===== src/rtl/arb_pkg.sv =====
// Shared types, sizes and helpers for the round-robin grant scheduler.
package arb_pkg;

  localparam int unsigned N_REQ            = 8;
  localparam int unsigned IDX_W            = 3;
  localparam int unsigned HOLD_MAX_DEFAULT = 15;

  typedef enum logic [0:0] {
    StIdle,
    StBusy
  } arb_state_e;

  // Bit i of the result is v[(i + sh) mod N_REQ], so bit 0 is the current priority holder.
  function automatic logic [N_REQ-1:0] rotate_right(input logic [N_REQ-1:0] v,
                                                    input logic [IDX_W-1:0] sh);
    logic [N_REQ-1:0] r;
    logic [IDX_W-1:0] k;
    r = '0;
    for (int i = 0; i < N_REQ; i++) begin
      k    = IDX_W'(i) + sh;
      r[i] = v[k];
    end
    return r;
  endfunction

  // Index of the lowest set bit; 0 when v is empty.
  function automatic logic [IDX_W-1:0] prio_enc(input logic [N_REQ-1:0] v);
    logic [IDX_W-1:0] idx;
    idx = '0;
    for (int i = N_REQ - 1; i >= 0; i--) begin
      if (v[i]) idx = IDX_W'(i);
    end
    return idx;
  endfunction

endpackage


===== src/rtl/rr_grant_scheduler_decoder_3to8.sv =====
// Index to one-hot expander, forced to zero when not enabled.
module decoder_3to8
  import arb_pkg::*;
(
  input  logic [IDX_W-1:0] idx_i,
  input  logic             en_i,
  output logic [N_REQ-1:0] onehot_o
);

  always_comb begin
    onehot_o = '0;
    if (en_i) onehot_o[idx_i] = 1'b1;
  end

endmodule


===== src/rtl/rr_grant_scheduler.sv =====
// Round-robin arbiter: one grant at a time, released by done, owner withdrawal or hold timeout.
module rr_grant_scheduler
  import arb_pkg::*;
#(
  parameter int unsigned HOLD_MAX = HOLD_MAX_DEFAULT,
  parameter int unsigned CNT_W    = 4
) (
  input  logic             clk_i,
  input  logic             rst_i,
  input  logic [N_REQ-1:0] req_i,
  input  logic             done_i,
  output logic [N_REQ-1:0] grant_o,
  output logic [IDX_W-1:0] grant_idx_o,
  output logic             grant_valid_o,
  output logic             timeout_o
);

  arb_state_e       state_q, state_d;
  logic [IDX_W-1:0] ptr_q, ptr_d;
  logic [IDX_W-1:0] idx_q, idx_d;
  logic [CNT_W-1:0] cnt_q, cnt_d;
  logic             timeout_q, timeout_d;

  logic [N_REQ-1:0] rot_req;
  logic [IDX_W-1:0] winner;
  logic             expire;
  logic             owner_req;

  // Search starts at ptr: rotate so ptr lands on bit 0, encode, then undo the rotation.
  always_comb begin
    rot_req = rotate_right(req_i, ptr_q);
    winner  = prio_enc(rot_req) + ptr_q;
  end

  assign owner_req = req_i[idx_q];
  assign expire    = (HOLD_MAX != 0) && (cnt_q == CNT_W'(HOLD_MAX - 1));

  always_comb begin
    state_d   = state_q;
    ptr_d     = ptr_q;
    idx_d     = idx_q;
    cnt_d     = cnt_q;
    timeout_d = 1'b0;
    unique case (state_q)
      StIdle: begin
        if (|req_i) begin
          idx_d   = winner;
          cnt_d   = '0;
          state_d = StBusy;
        end
      end
      StBusy: begin
        cnt_d = (cnt_q == CNT_W'(HOLD_MAX)) ? cnt_q : cnt_q + 1'b1;
        if (done_i || !owner_req || expire) begin
          state_d   = StIdle;
          ptr_d     = idx_q + 1'b1;
          // Timer only gets the blame when no voluntary release happened on the same edge.
          timeout_d = expire && !done_i && owner_req;
        end
      end
      default: state_d = StIdle;
    endcase
  end

  always_ff @(posedge clk_i or posedge rst_i) begin
    if (rst_i) begin
      state_q   <= StIdle;
      ptr_q     <= '0;
      idx_q     <= '0;
      cnt_q     <= '0;
      timeout_q <= 1'b0;
    end else begin
      state_q   <= state_d;
      ptr_q     <= ptr_d;
      idx_q     <= idx_d;
      cnt_q     <= cnt_d;
      timeout_q <= timeout_d;
    end
  end

  assign grant_valid_o = (state_q == StBusy);
  assign grant_idx_o   = idx_q;
  assign timeout_o     = timeout_q;

  decoder_3to8 u_decoder (
    .idx_i    (idx_q),
    .en_i     (grant_valid_o),
    .onehot_o (grant_o)
  );

endmodule


===== config.mk =====
export PLATFORM = sky130hd
export DESIGN_NAME = rr_grant_scheduler
export DESIGN_NICKNAME = d
export VERILOG_FILES = /design/src/rtl/arb_pkg.sv /design/src/rtl/rr_grant_scheduler_decoder_3to8.sv /design/src/rtl/rr_grant_scheduler.sv
export SDC_FILE = /design/constraint.sdc
export NUM_CORES = 1
export LEC_CHECK = 0
export CAP_MARGIN = 0
export CORE_MARGIN = 3
export CORE_UTILIZATION = 40
export CTS_BUF_LIST = sky130_fd_sc_hd__clkbuf_16
export CTS_CLUSTER_SIZE = 40
export DETAILED_ROUTE_END_ITERATION = 8
export PLACE_DENSITY_LB_ADDON = 0.25
export SLEW_MARGIN = 25
export SYNTH_ARGS = -nofsm -noshare
export SYNTH_HDL_FRONTEND = slang
export SYNTH_SLANG_ARGS = --single-unit
export TNS_END_PERCENT = 100

===== constraint.sdc =====
create_clock -name clk_i -period 3.9 [get_ports clk_i]
set_input_delay 0.78 -clock clk_i [delete_from_list [all_inputs] [get_ports clk_i]]
set_output_delay 0.78 -clock clk_i [all_outputs]
set_load 0.1 [all_outputs]

# Yosys cells after proc, flatten, opt, wreduce, memory -nomap -nowiden
# Cells that the tools add are included.
# word_totals
regBits	12
input_bits	11
# op_classes
n_reduce_logical	11
n_addsub	10
order_cmp	10
n_bitwise	1
eq_ne	4
mux	37
# op_table
operator	count
$lt A3 B4 Y1 const B	9
$bmux W1 S3	9
$mux W3	8
$mux W1	14
$add A3 B3 Y3 const A	4
$eq A4 B4 Y1 const B	2
$mux W4	2
$mux W8	1
$pmux W4 S2	1
$reduce_or A8 Y1	1
$add A2 B3 Y3 const A	2
$reduce_and A2 Y1	3
$add A4 B1 Y4 const B	1
$ne A2 B2 Y1 const B	2
$add A1 B3 Y3 const A	1
$add A3 B1 Y3 const B	1
$add A3 B3 Y3	1
$demux W1 S3	1
$ge A3 B1 Y1 const B	1
$logic_and A1 B1 Y1	3
$logic_not A1 Y1	2
$logic_or A1 B1 Y1	2
$pmux W1 S2	1
$not A1 Y1	1

# Logic depth before layout (Yosys ltp)
# Gate-level depths: netlist of run 1.
# depth
ltp_word	12
depth_mapped	16
ltp_nobuf	14

# Cells and area by module
# Synthesis of run 1 repeated with hierarchy kept, for this count alone.
# hier_totals
cells_unflattened	118
hier_area_um2	1341.3
# modules_own_cells
mod	instances	cells_per_inst	area_each_um2
rr_grant_scheduler	1	110	1246.2
decoder_3to8	1	8	95.1

# Worst setup path before layout of run 1
# OpenSTA, ideal clock, no wires.
# synth_timing
path_kind	register to output
startpoint	register state_q, in the netlist grant_valid_o
endpoint	output port grant_o[0]
stages_incl_launch_ff	4
setup_slack_ns	-0.334
arrival_ns	3.454
cell_sequence	dfrtp_1 -> clkbuf_1 -> nand2b_1 -> nor3_1
# synth_via
elab_chain_len	1
# synth_lines
item	line	source
start: declaration	rr_grant_scheduler.sv:18	arb_state_e state_q, state_d;
start signal: assignment	rr_grant_scheduler.sv:67	state_q <= StIdle;
start signal: assignment	rr_grant_scheduler.sv:73	state_q <= state_d;
$mux W8	rr_grant_scheduler_decoder_3to8.sv:12	if (en_i) onehot_o[idx_i] = 1'b1;
end: declaration	rr_grant_scheduler.sv:12	output logic [N_REQ-1:0] grant_o,
# No other way between the ends.

# Worst setup path after layout of run 1
# layout_timing
startpoint	input port req_i[7]
endpoint	register idx_q[2], in the netlist grant_idx_o[2]
# layout_via
elab_chain_len	11
elab_cells_between_ends	27
classes_between	add/sub: 1; mux: 24; reduce/logical: 2
# layout_lines
item	line	source
start: declaration	rr_grant_scheduler.sv:10	input logic [N_REQ-1:0] req_i,
$bmux W1 S3	arb_pkg.sv:21	r[i] = v[k];
$mux W1 (implied by the code)	arb_pkg.sv:21	
$mux W3 (8 in a row)	arb_pkg.sv:31	if (v[i]) idx = IDX_W'(i);
$add A3 B3 Y3	rr_grant_scheduler.sv:32	winner = prio_enc(rot_req) + ptr_q;
end signal: assignment	rr_grant_scheduler.sv:75	idx_q <= idx_d;
end: declaration	rr_grant_scheduler.sv:20	logic [IDX_W-1:0] idx_q, idx_d;
# Parallel ways exist; a longest one is shown, timed or not. The select of a mux whose other input is x is not followed.
# A chain may end at the register's enable or synchronous reset.

==> results of run 1 <==
-- what timing repair did --
action	4_1_cts	5_1_grt
resized for setup	0	6
setup endpoints to repair	0	1
hold endpoints to repair	0	0
-- worst register-to-register path, stage by stage (launching register included) --
cell and delay, ns:
dfrtp_1 0.38, inv_2 0.14, ha_1 0.36, mux2i_1 0.20
mux4_2 0.47, nand2b_1 0.15, o21ai_1 0.07, nand2_1 0.07
a221oi_2 0.23, ha_1 0.18, inv_1 0.05, fa_1 0.37
xnor2_1 0.14, or3_1 0.36, a31oi_1 0.16
-- cell usage after synthesis (3+ instances only) --
| cell | n |
|---|---|
| nand2_1 | 14 |
| dfrtp_1 | 12 |
| nor2_1 | 11 |
| mux2i_1 | 8 |
| mux4_2 | 7 |
| o21ai_0 | 7 |
| ha_1 | 6 |
| inv_1 | 5 |
| mux4_1 | 5 |
| nand2b_1 | 5 |
| nor3_1 | 5 |
| a21oi_1 | 4 |
| buf_2 | 4 |
| mux2_2 | 4 |
| nand3_1 | 4 |
| clkbuf_1 | 3 |
| nor4_1 | 3 |
| xnor2_1 | 3 |
-- area by class of cell --
type                            count  area (um^2)  area share (%)
Tap cell                           44         55.1            3.15
Multi-Input combinational cell    110         1000            57.3
Clock buffer                        3         75.1            4.30
Timing Repair Buffer               32          288            16.5
Inverter                            6         22.5            1.29
Clock inverter                      1         3.75           0.215
Sequential cell                    12          300            17.2
-- worst max path at each step --
stage	from	to	slack, ns	cells after the start
6_report	req_i[7]	grant_idx_o[2]	0.23	13
5_1_grt	req_i[7]	grant_idx_o[2]	0.05	13
4_1_cts	req_i[0]	grant_idx_o[2]	0.11	13
3_5_place_dp	req_i[0]	grant_idx_o[2]	-0.14	13
3_3_place_gp	req_i[0]	grant_idx_o[2]	-0.03	13
2_1_floorplan	grant_valid_o	grant_o[1]	0.41	3
-- sequential cells by signal (all words and copies together) (netlist names) --
name / flops
ptr_q: 3
grant_idx_o: 3
grant_valid_o: 1
timeout_o: 1
cnt_q: 4
-- layer usage --
layer	routed length [um]	vias to the layer above	track usage (%)
met1	1410	556	22.2
met2	1700	30	30.5
li1	-	572	-
met5	0	-	0
met3	140	0	2.99
met4	0	0	1.62
-- stage by stage --
step           hold WS, ns  area, um^2  TNS [ns]
6_report             0.599        1750         0
5_1_grt              0.661        1750         0
4_1_cts              0.602        1730         0
3_5_place_dp         0.592        1650    -0.138
3_3_place_gp         0.561        1650   -0.0321
2_1_floorplan        0.527        1360         0
-- kinds of logic after synthesis --
| logic type | count (synthesis) |
|---|---|
| simple gates | 51 |
| buf+inv | 14 |
| flops | 12 |
| xor+xnor | 5 |
| fa+ha+maj | 7 |
| compound gates | 22 |
| mux | 25 |
==> flow_metrics.py, run 1 <==
metrics = {
    "outcome": {
        "outcome": "complete, no violations",
    },
    "grt": {
        "grt_pass1_vias": 1195,
        "grt_usage_pct": 17.1,
        "antenna_found_initial": 0,
        "grt_pass1_wl_mm": 5.66,
        "grt-ovfl-total": 0,
        "grt_max_degree": 14,
    },
    "hold_path": {
        "min_to": "cnt_q[0]",
        "hp-class": "register to register",
        "whs_path_depth": 1,
        "hold_start": "cnt_q[0]",
    },
    "yosys": {
        "synth_top_family_by_area": "multiplexers",
        "synth_top_area_share_pct": 22.3,
        "seq_area_frac_synth_pct": 22.3,
        "synthTopCellsByArea": "dfrtp_1 (22%), mux4_2 (12%), mux4_1 (9.8%)",
        "synth_nets": 154,
        "synth_fa_ha_area_share_pct": 7.06,
        "synth_cells": 136,
        "synth_area_um2": 1350,
        "yosysWarnings": 0,
        "synth_compound_area_share_pct": 10.8,
        "ys.flop_type": "dfrtp_1",
        "yosysUniqueCellTypes": 42,
        "muxShareOfSynthArea_pct": 32.4,
        "ys_ff_latch": 12,
        "synth-xor-area-share_pct": 3.25,
        "avgSynthCellArea_um2": 9.90,
        "synth_top_area_cell": "dfrtp_1",
        "synth-simple-area-share_pct": 19.3,
        "synth_edf_count": 0,
        "async_flop_share_pct": 100,
    },
    "place": {
        "dp.cells": 204,
        "port_buffers": 23,
        "hpwlAfterDp_mm": 2.54,
        "gp_congestion": 0.849,
        "dp_slack_ns": -0.138,
    },
    "timing": {
        "fmax_mhz": 272,
        "max-slew-margin-rel_pct": 34.3,
        "grt_setup_unrepaired": "no",
        "hold_viol": 0,
        "fin_crit_ns": 3.67,
        "period_share_pct": 94.2,
        "fin_ws_ns": 0.225,
        "setup_violations": 0,
        "fin_skew_ns": 0.000778,
        "tightest_slew_ns": 0.982,
        "slew_violations": 0,
    },
    "worst_setup_path": {
        "timing.rr.start": "ptr_q[0]",
        "crit_path_top_delay_cell": "clkdlybuf4s50_1",
        "rr_worst_depth": 14,
        "cp_cell_sequence": "clkdlybuf4s50_1, mux4_2, mux2i_2, a21oi_1, o21ai_1, nand2_1, a221oi_2, ha_1, inv_1, fa_1, xnor2_1, or3_1, a31oi_1",
        "cp_max_fo": 7,
        "regToRegSetupSlack_ns": 0.49,
        "crit_required_ns": 4.06,
        "cpPeakStageDelay_ns": 0.53,
        "timing.rr.end": "grant_idx_o[2]",
        "crit_type": "input pin to register",
        "critPathLaunchType": "input pin",
        "cpLargestDelayFamily": "multiplexers",
        "arrival_ns": 3.83,
        "endpoint_kind": "register",
        "worst-path-buf-inv": 2,
    },
    "final_layout": {
        "diodes": 0,
        "nNetsFinal": 183,
        "fin_cells": 208,
        "layout_common_cells": "buf_4 (17), nand2_1 (14), dfrtp_1 (12)",
        "final_common_cell": "buf_4",
        "area_growth_pct": 29.6,
        "final_layout_size_suffix_gt1_share_pct": 23.8,
        "final_core_util_pct": 55.8,
        "num-fill-cells": 297,
    },
    "cts": {
        "clock_latency_ns": 0.24,
        "cts.sinks": 12,
        "clk_pin_slew_ns": 0.04,
        "cts_max_path_buffers": 2,
        "numCtsBuffers": 3,
        "cts_root_buf": "clkbuf_16",
        "cts_hold_buf": 0,
        "tritoncts": "done",
        "cts_setup_buffers": 0,
        "htree_levels": 1,
    },
    "die": {
        "core-area_um2": 3130,
        "io_pins": 24,
        "fp.dieArea_um2": 4100,
        "rows": 20,
        "fp.dieW_um": 64.0,
        "start_util_pct": 43.0,
        "die_h_um": 64.0,
    },
    "routing": {
        "vias": 1158,
        "finalWirelength_mm": 3.26,
        "antenna_left": 0,
        "firstDrtPassIters": 4,
        "via_per_inst": 5.57,
        "initialDrtViolationCount": 99,
        "wire_per_inst_um": 15.6,
        "drc": 0,
    },
    "job": {
        "drv_cap": 0,
    },
}
Power of run 1 is left out: the tool's default activity adds up to more than one toggle a clock period on the data nets, which glitch-free logic cannot reach.
==> run 2, diff against run 1 <==
--- a/config.mk
+++ b/config.mk
@@ -11,6 +11,7 @@
 export CTS_BUF_LIST = sky130_fd_sc_hd__clkbuf_16
 export CTS_CLUSTER_SIZE = 40
 export DETAILED_ROUTE_END_ITERATION = 8
+export MAX_ROUTING_LAYER = met4
 export PLACE_DENSITY_LB_ADDON = 0.25
 export SLEW_MARGIN = 25
 export SYNTH_ARGS = -nofsm -noshare
==> run 2 against run 1 <==
Effect of this change:
- non-clock buffer count is the same
- core utilization did not move
- critical path depth did not move
- setup slack improved by 0.014 ns
- fmax up 0.39%
- count of clock-buffer cells in the layout stayed put
- cell area did not move
- critical path type unchanged
==> flow_metrics.py, run 2 (synthesized netlist as in run 1, its figures left out) <==
metrics = {
    "timing": {
        "fmax_mhz": 273,
        "period_share_pct": 93.8,
        "max-slew-margin-rel_pct": 34.3,
        "tightest_slew_ns": 0.982,
        "fin_crit_ns": 3.66,
        "fin_skew_ns": 0.000804,
        "hold_viol": 0,
        "slew_violations": 0,
        "setup_violations": 0,
        "grt_setup_unrepaired": "no",
    },
    "routing": {
        "drc": 0,
        "firstDrtPassIters": 4,
        "via_per_inst": 5.57,
        "initialDrtViolationCount": 103,
        "antenna_left": 0,
        "wire_per_inst_um": 15.6,
        "vias": 1159,
        "finalWirelength_mm": 3.24,
    },
    "die": {
        "rows": 20,
        "die_h_um": 64.0,
        "fp.dieW_um": 64.0,
        "io_pins": 24,
        "start_util_pct": 43.0,
        "core-area_um2": 3130,
        "fp.dieArea_um2": 4100,
    },
    "final_layout": {
        "nNetsFinal": 183,
        "final_common_cell": "buf_4",
        "diodes": 0,
        "final_layout_size_suffix_gt1_share_pct": 23.8,
        "layout_common_cells": "buf_4 (17), nand2_1 (14), dfrtp_1 (12)",
        "fin_cells": 208,
        "num-fill-cells": 297,
        "largest_reg_flops": 4,
        "top_register": "cnt_q",
        "area_growth_pct": 29.6,
    },
    "grt": {
        "grt-ovfl-total": 0,
        "grt_usage_pct": 17.5,
        "met2_usage_pct": 30.5,
        "grt_pass1_vias": 1193,
        "use_met1_pct": 22.5,
        "antenna_found_initial": 0,
        "grt_pass1_wl_mm": 5.67,
        "grt_use_met3_pct": 2.64,
        "grt_busiest_layer": "met2",
        "grt_max_degree": 14,
    },
    "place": {
        "hpwlAfterDp_mm": 2.54,
        "dp.cells": 204,
        "gp_congestion": 0.862,
        "port_buffers": 23,
    },
    "cts": {
        "numCtsBuffers": 3,
        "clk_pin_slew_ns": 0.04,
        "cts.sinks": 12,
        "cts_max_path_buffers": 2,
        "clock_latency_ns": 0.24,
        "cts_hold_buf": 0,
        "htree_levels": 1,
        "cts_root_buf": "clkbuf_16",
        "tritoncts": "done",
    },
    "worst_setup_path": {
        "cp_max_fo": 7,
        "timing.rr.end": "grant_idx_o[2]",
        "arrival_ns": 3.82,
        "timing.rr.start": "ptr_q[0]",
        "crit_type": "input pin to register",
        "rr_worst_depth": 14,
        "crit_required_ns": 4.06,
        "endpoint_kind": "register",
        "critPathLaunchType": "input pin",
        "regToRegSetupSlack_ns": 0.49,
    },
    "hold_path": {
        "hp-class": "register to register",
        "min_to": "cnt_q[0]",
        "hold_start": "cnt_q[0]",
        "whs_path_depth": 1,
    },
    "job": {
        "drv_cap": 0,
    },
    "outcome": {
        "outcome": "complete, no violations",
    },
}
run 2: cell counts in the layout (fill, tap and decap cells not counted):
Identical to the previous run, type by type.
run 2: how the worst max path moves through the flow:
stage                  start        endpoint  slack (ns)  cells after the start
5_1_grt             req_i[7]  grant_idx_o[2]        0.05                     13
6_report            req_i[7]  grant_idx_o[2]        0.24                     13
4_1_cts             req_i[0]  grant_idx_o[2]        0.11                     13
2_1_floorplan  grant_valid_o      grant_o[1]        0.41                      3
3_3_place_gp        req_i[0]  grant_idx_o[2]       -0.03                     13
3_5_place_dp        req_i[0]  grant_idx_o[2]       -0.14                     13
run 2: metal layers:
metal  part of all wire [%]  routed length [um]
met5                      0                   0
met3                    3.4                 111
met2                     52                1690
met4                   0.19                   6
met1                     44                1430
run 2: final cells by class:
| class | count | area [um^2] | area share (%) |
|---|---|---|---|
| clock inverter | 1 | 3.75 | 0.215 |
| inverter | 6 | 22.5 | 1.29 |
| timing repair buffer | 32 | 288 | 16.5 |
| clock buffer | 3 | 75.1 | 4.30 |
| tap | 44 | 55.1 | 3.15 |
| sequential | 12 | 300 | 17.2 |
| multi-input combinational | 110 | 1000 | 57.3 |
run 2: worst max-delay path: stages:
cell	delay [ns]
clkdlybuf4s50_1	0.52
mux4_2	0.51
mux2i_2	0.22
a21oi_1	0.10
o21ai_1	0.13
nand2_1	0.07
a221oi_2	0.23
ha_1	0.18
inv_1	0.05
fa_1	0.37
xnor2_1	0.14
or3_1	0.36
a31oi_1	0.16
run 2: repair_timing:
item / in CTS / in global routing
hold endpoints to repair: 0 / 0
buffers inserted: 0 / 0
resized for setup: 0 / 6
setup endpoints to repair: 0 / 1
run 2: per-stage QoR:
| stage | TNS (ns) | setup slack [ns] | cell area [um^2] | util, % | hold slack (ns) |
|---|---|---|---|---|---|
| final | 0 | 0.240 | 1750 | 55.8 | 0.600 |
| after global routing | 0 | 0.0491 | 1750 | 55.8 | 0.661 |
| after CTS | 0 | 0.109 | 1730 | 55.2 | 0.602 |
| after detailed placement | -0.138 | -0.138 | 1650 | 52.6 | 0.592 |
| after global placement | -0.0321 | -0.0321 | 1650 | 52.6 | 0.561 |
| after floorplan | 0 | 0.413 | 1360 | - | 0.527 |
Power of run 2 is left out for the same reason.
==> run 3, diff against run 2 <==
--- a/config.mk
+++ b/config.mk
@@ -17,4 +17,4 @@
 export SYNTH_ARGS = -nofsm -noshare
 export SYNTH_HDL_FRONTEND = slang
 export SYNTH_SLANG_ARGS = --single-unit
-export TNS_END_PERCENT = 100
+export TNS_END_PERCENT = 20
==> run 3 against run 2 <==
Effect of this change:
- count of clock-buffer cells in the layout did not move
- critical path depth rose by 1
- non-clock buffer count is 2 higher
- setup slack better by 0.20 ns
- hold slack got worse by 0.017 ns
- largest cell class unchanged
==> flow_metrics.py, run 3 (synthesized netlist as in run 1, its figures left out) <==
metrics = {
    "grt": {
        "grt_usage_pct": 18.5,
        "grt-ovfl-total": 0,
        "grt_max_degree": 14,
        "antenna_found_initial": 0,
        "grt_pass1_wl_mm": 5.93,
        "grt_pass1_vias": 1228,
    },
    "worst_setup_path": {
        "startpoint": "ptr_q[0]",
        "crit_type": "register to register",
        "cpPeakStageDelay_ns": 0.47,
        "endpoint_kind": "register",
        "cp_max_fo": 6,
        "crit_required_ns": 4.06,
        "timing.rr.start": "ptr_q[0]",
        "worst-path-buf-inv": 2,
        "arrival_ns": 3.62,
        "crit_path_top_delay_cell": "mux4_2",
        "cpLargestDelayFamily": "adder cells",
        "critPathLaunchType": "register",
        "crit_top_cell": "ha_1",
        "cp_cell_sequence": "inv_2, ha_1, mux2i_1, mux4_2, nand2b_1, o21ai_1, nand2_1, a221oi_1, ha_1, inv_1, fa_1, xnor2_1, or3_1, a31oi_1",
    },
    "routing": {
        "drc": 0,
        "initialDrtViolationCount": 89,
        "wire_per_inst_um": 16.5,
        "antenna_left": 0,
        "via_per_inst": 5.65,
        "firstDrtPassIters": 4,
        "finalWirelength_mm": 3.46,
        "vias": 1187,
    },
    "place": {
        "gp_congestion": 0.836,
        "hpwlAfterDp_mm": 2.65,
        "dp_slack_ns": -0.0990,
        "port_buffers": 23,
        "placed_area_um2": 1660,
    },
    "final_layout": {
        "top_register": "cnt_q",
        "diodes": 0,
        "design_area_um2": 1750,
        "largest_reg_flops": 4,
        "nNetsFinal": 185,
        "layout_common_cells": "buf_4 (19), nand2_1 (14), dfrtp_1 (12)",
        "final_layout_size_suffix_gt1_share_pct": 24.7,
        "final_core_util_pct": 56.0,
        "area_growth_pct": 30.1,
        "final_common_cell": "buf_4",
    },
    "cts": {
        "numCtsBuffers": 3,
        "tritoncts": "done",
        "cts.sinks": 12,
        "ctsResizeCount": 0,
        "cts_hold_buf": 0,
        "cts_setup_buffers": 0,
        "htree_levels": 1,
        "clock_latency_ns": 0.24,
        "clk_pin_slew_ns": 0.04,
        "cts_root_buf": "clkbuf_16",
        "cts_max_path_buffers": 2,
    },
    "timing": {
        "max-slew-margin-rel_pct": 35.1,
        "fin_ws_ns": 0.438,
        "period_share_pct": 88.8,
        "grt_setup_unrepaired": "no",
        "hold_viol": 0,
        "setup_violations": 0,
        "fin_skew_ns": 0.000953,
        "slew_violations": 0,
        "fin_crit_ns": 3.46,
        "fmax_mhz": 289,
        "tightest_slew_ns": 0.971,
    },
    "die": {
        "fp.dieArea_um2": 4100,
        "rows": 20,
        "io_pins": 24,
        "die_h_um": 64.0,
        "fp.dieW_um": 64.0,
        "core-area_um2": 3130,
        "start_util_pct": 43.0,
    },
    "job": {
        "drv_cap": 0,
    },
    "hold_path": {
        "hp-class": "register to register",
        "hold_start": "cnt_q[1]",
    },
    "outcome": {
        "outcome": "complete, no violations",
    },
}
-- run 3: path summary, 6_finish.rpt --
kind	end	slack [ns]	cells past startpoint
max	grant_idx_o[2]	0.44	14
min	cnt_q[1]	0.58	2
max reg2reg	grant_idx_o[2]	0.44	14
min reg2reg	cnt_q[1]	0.58	2
max in group asynchronous	grant_valid_o	2.73	2
min in group asynchronous	grant_idx_o[1]	0.85	2
-- run 3: final cells by class --
class,instances,area [um^2]
fill,295,1380
multi-input combinational,110,982
timing repair buffer,34,313
sequential,12,300
clock buffer,3,75.1
tap,44,55.1
inverter,6,22.5
clock inverter,1,3.75
-- run 3: layer usage --
metal  GRT usage (%)  wire length (um)  up-vias
met5               -                 0        -
met2            31.5              1800       29
met1            22.3              1460      578
met4            5.39                71        0
li1                -                 -      572
met3            3.34               139        8
-- run 3: per-stage QoR --
stage / hold WS (ns) / cells / TNS (ns)
6_report: 0.582 / 210 / 0
5_1_grt: 0.601 / 210 / 0
4_1_cts: 0.580 / 210 / 0
3_5_place_dp: 0.575 / 206 / -0.0990
3_3_place_gp: 0.557 / 206 / -0.0427
2_1_floorplan: 0.527 / 136 / -0.331
-- run 3: worst min-delay path: stages (launching register included) --
cell and delay, ns:
dfrtp_1 0.40, nand3_1 0.08, o21ai_0 0.07
Power of run 3 is left out for the same reason.
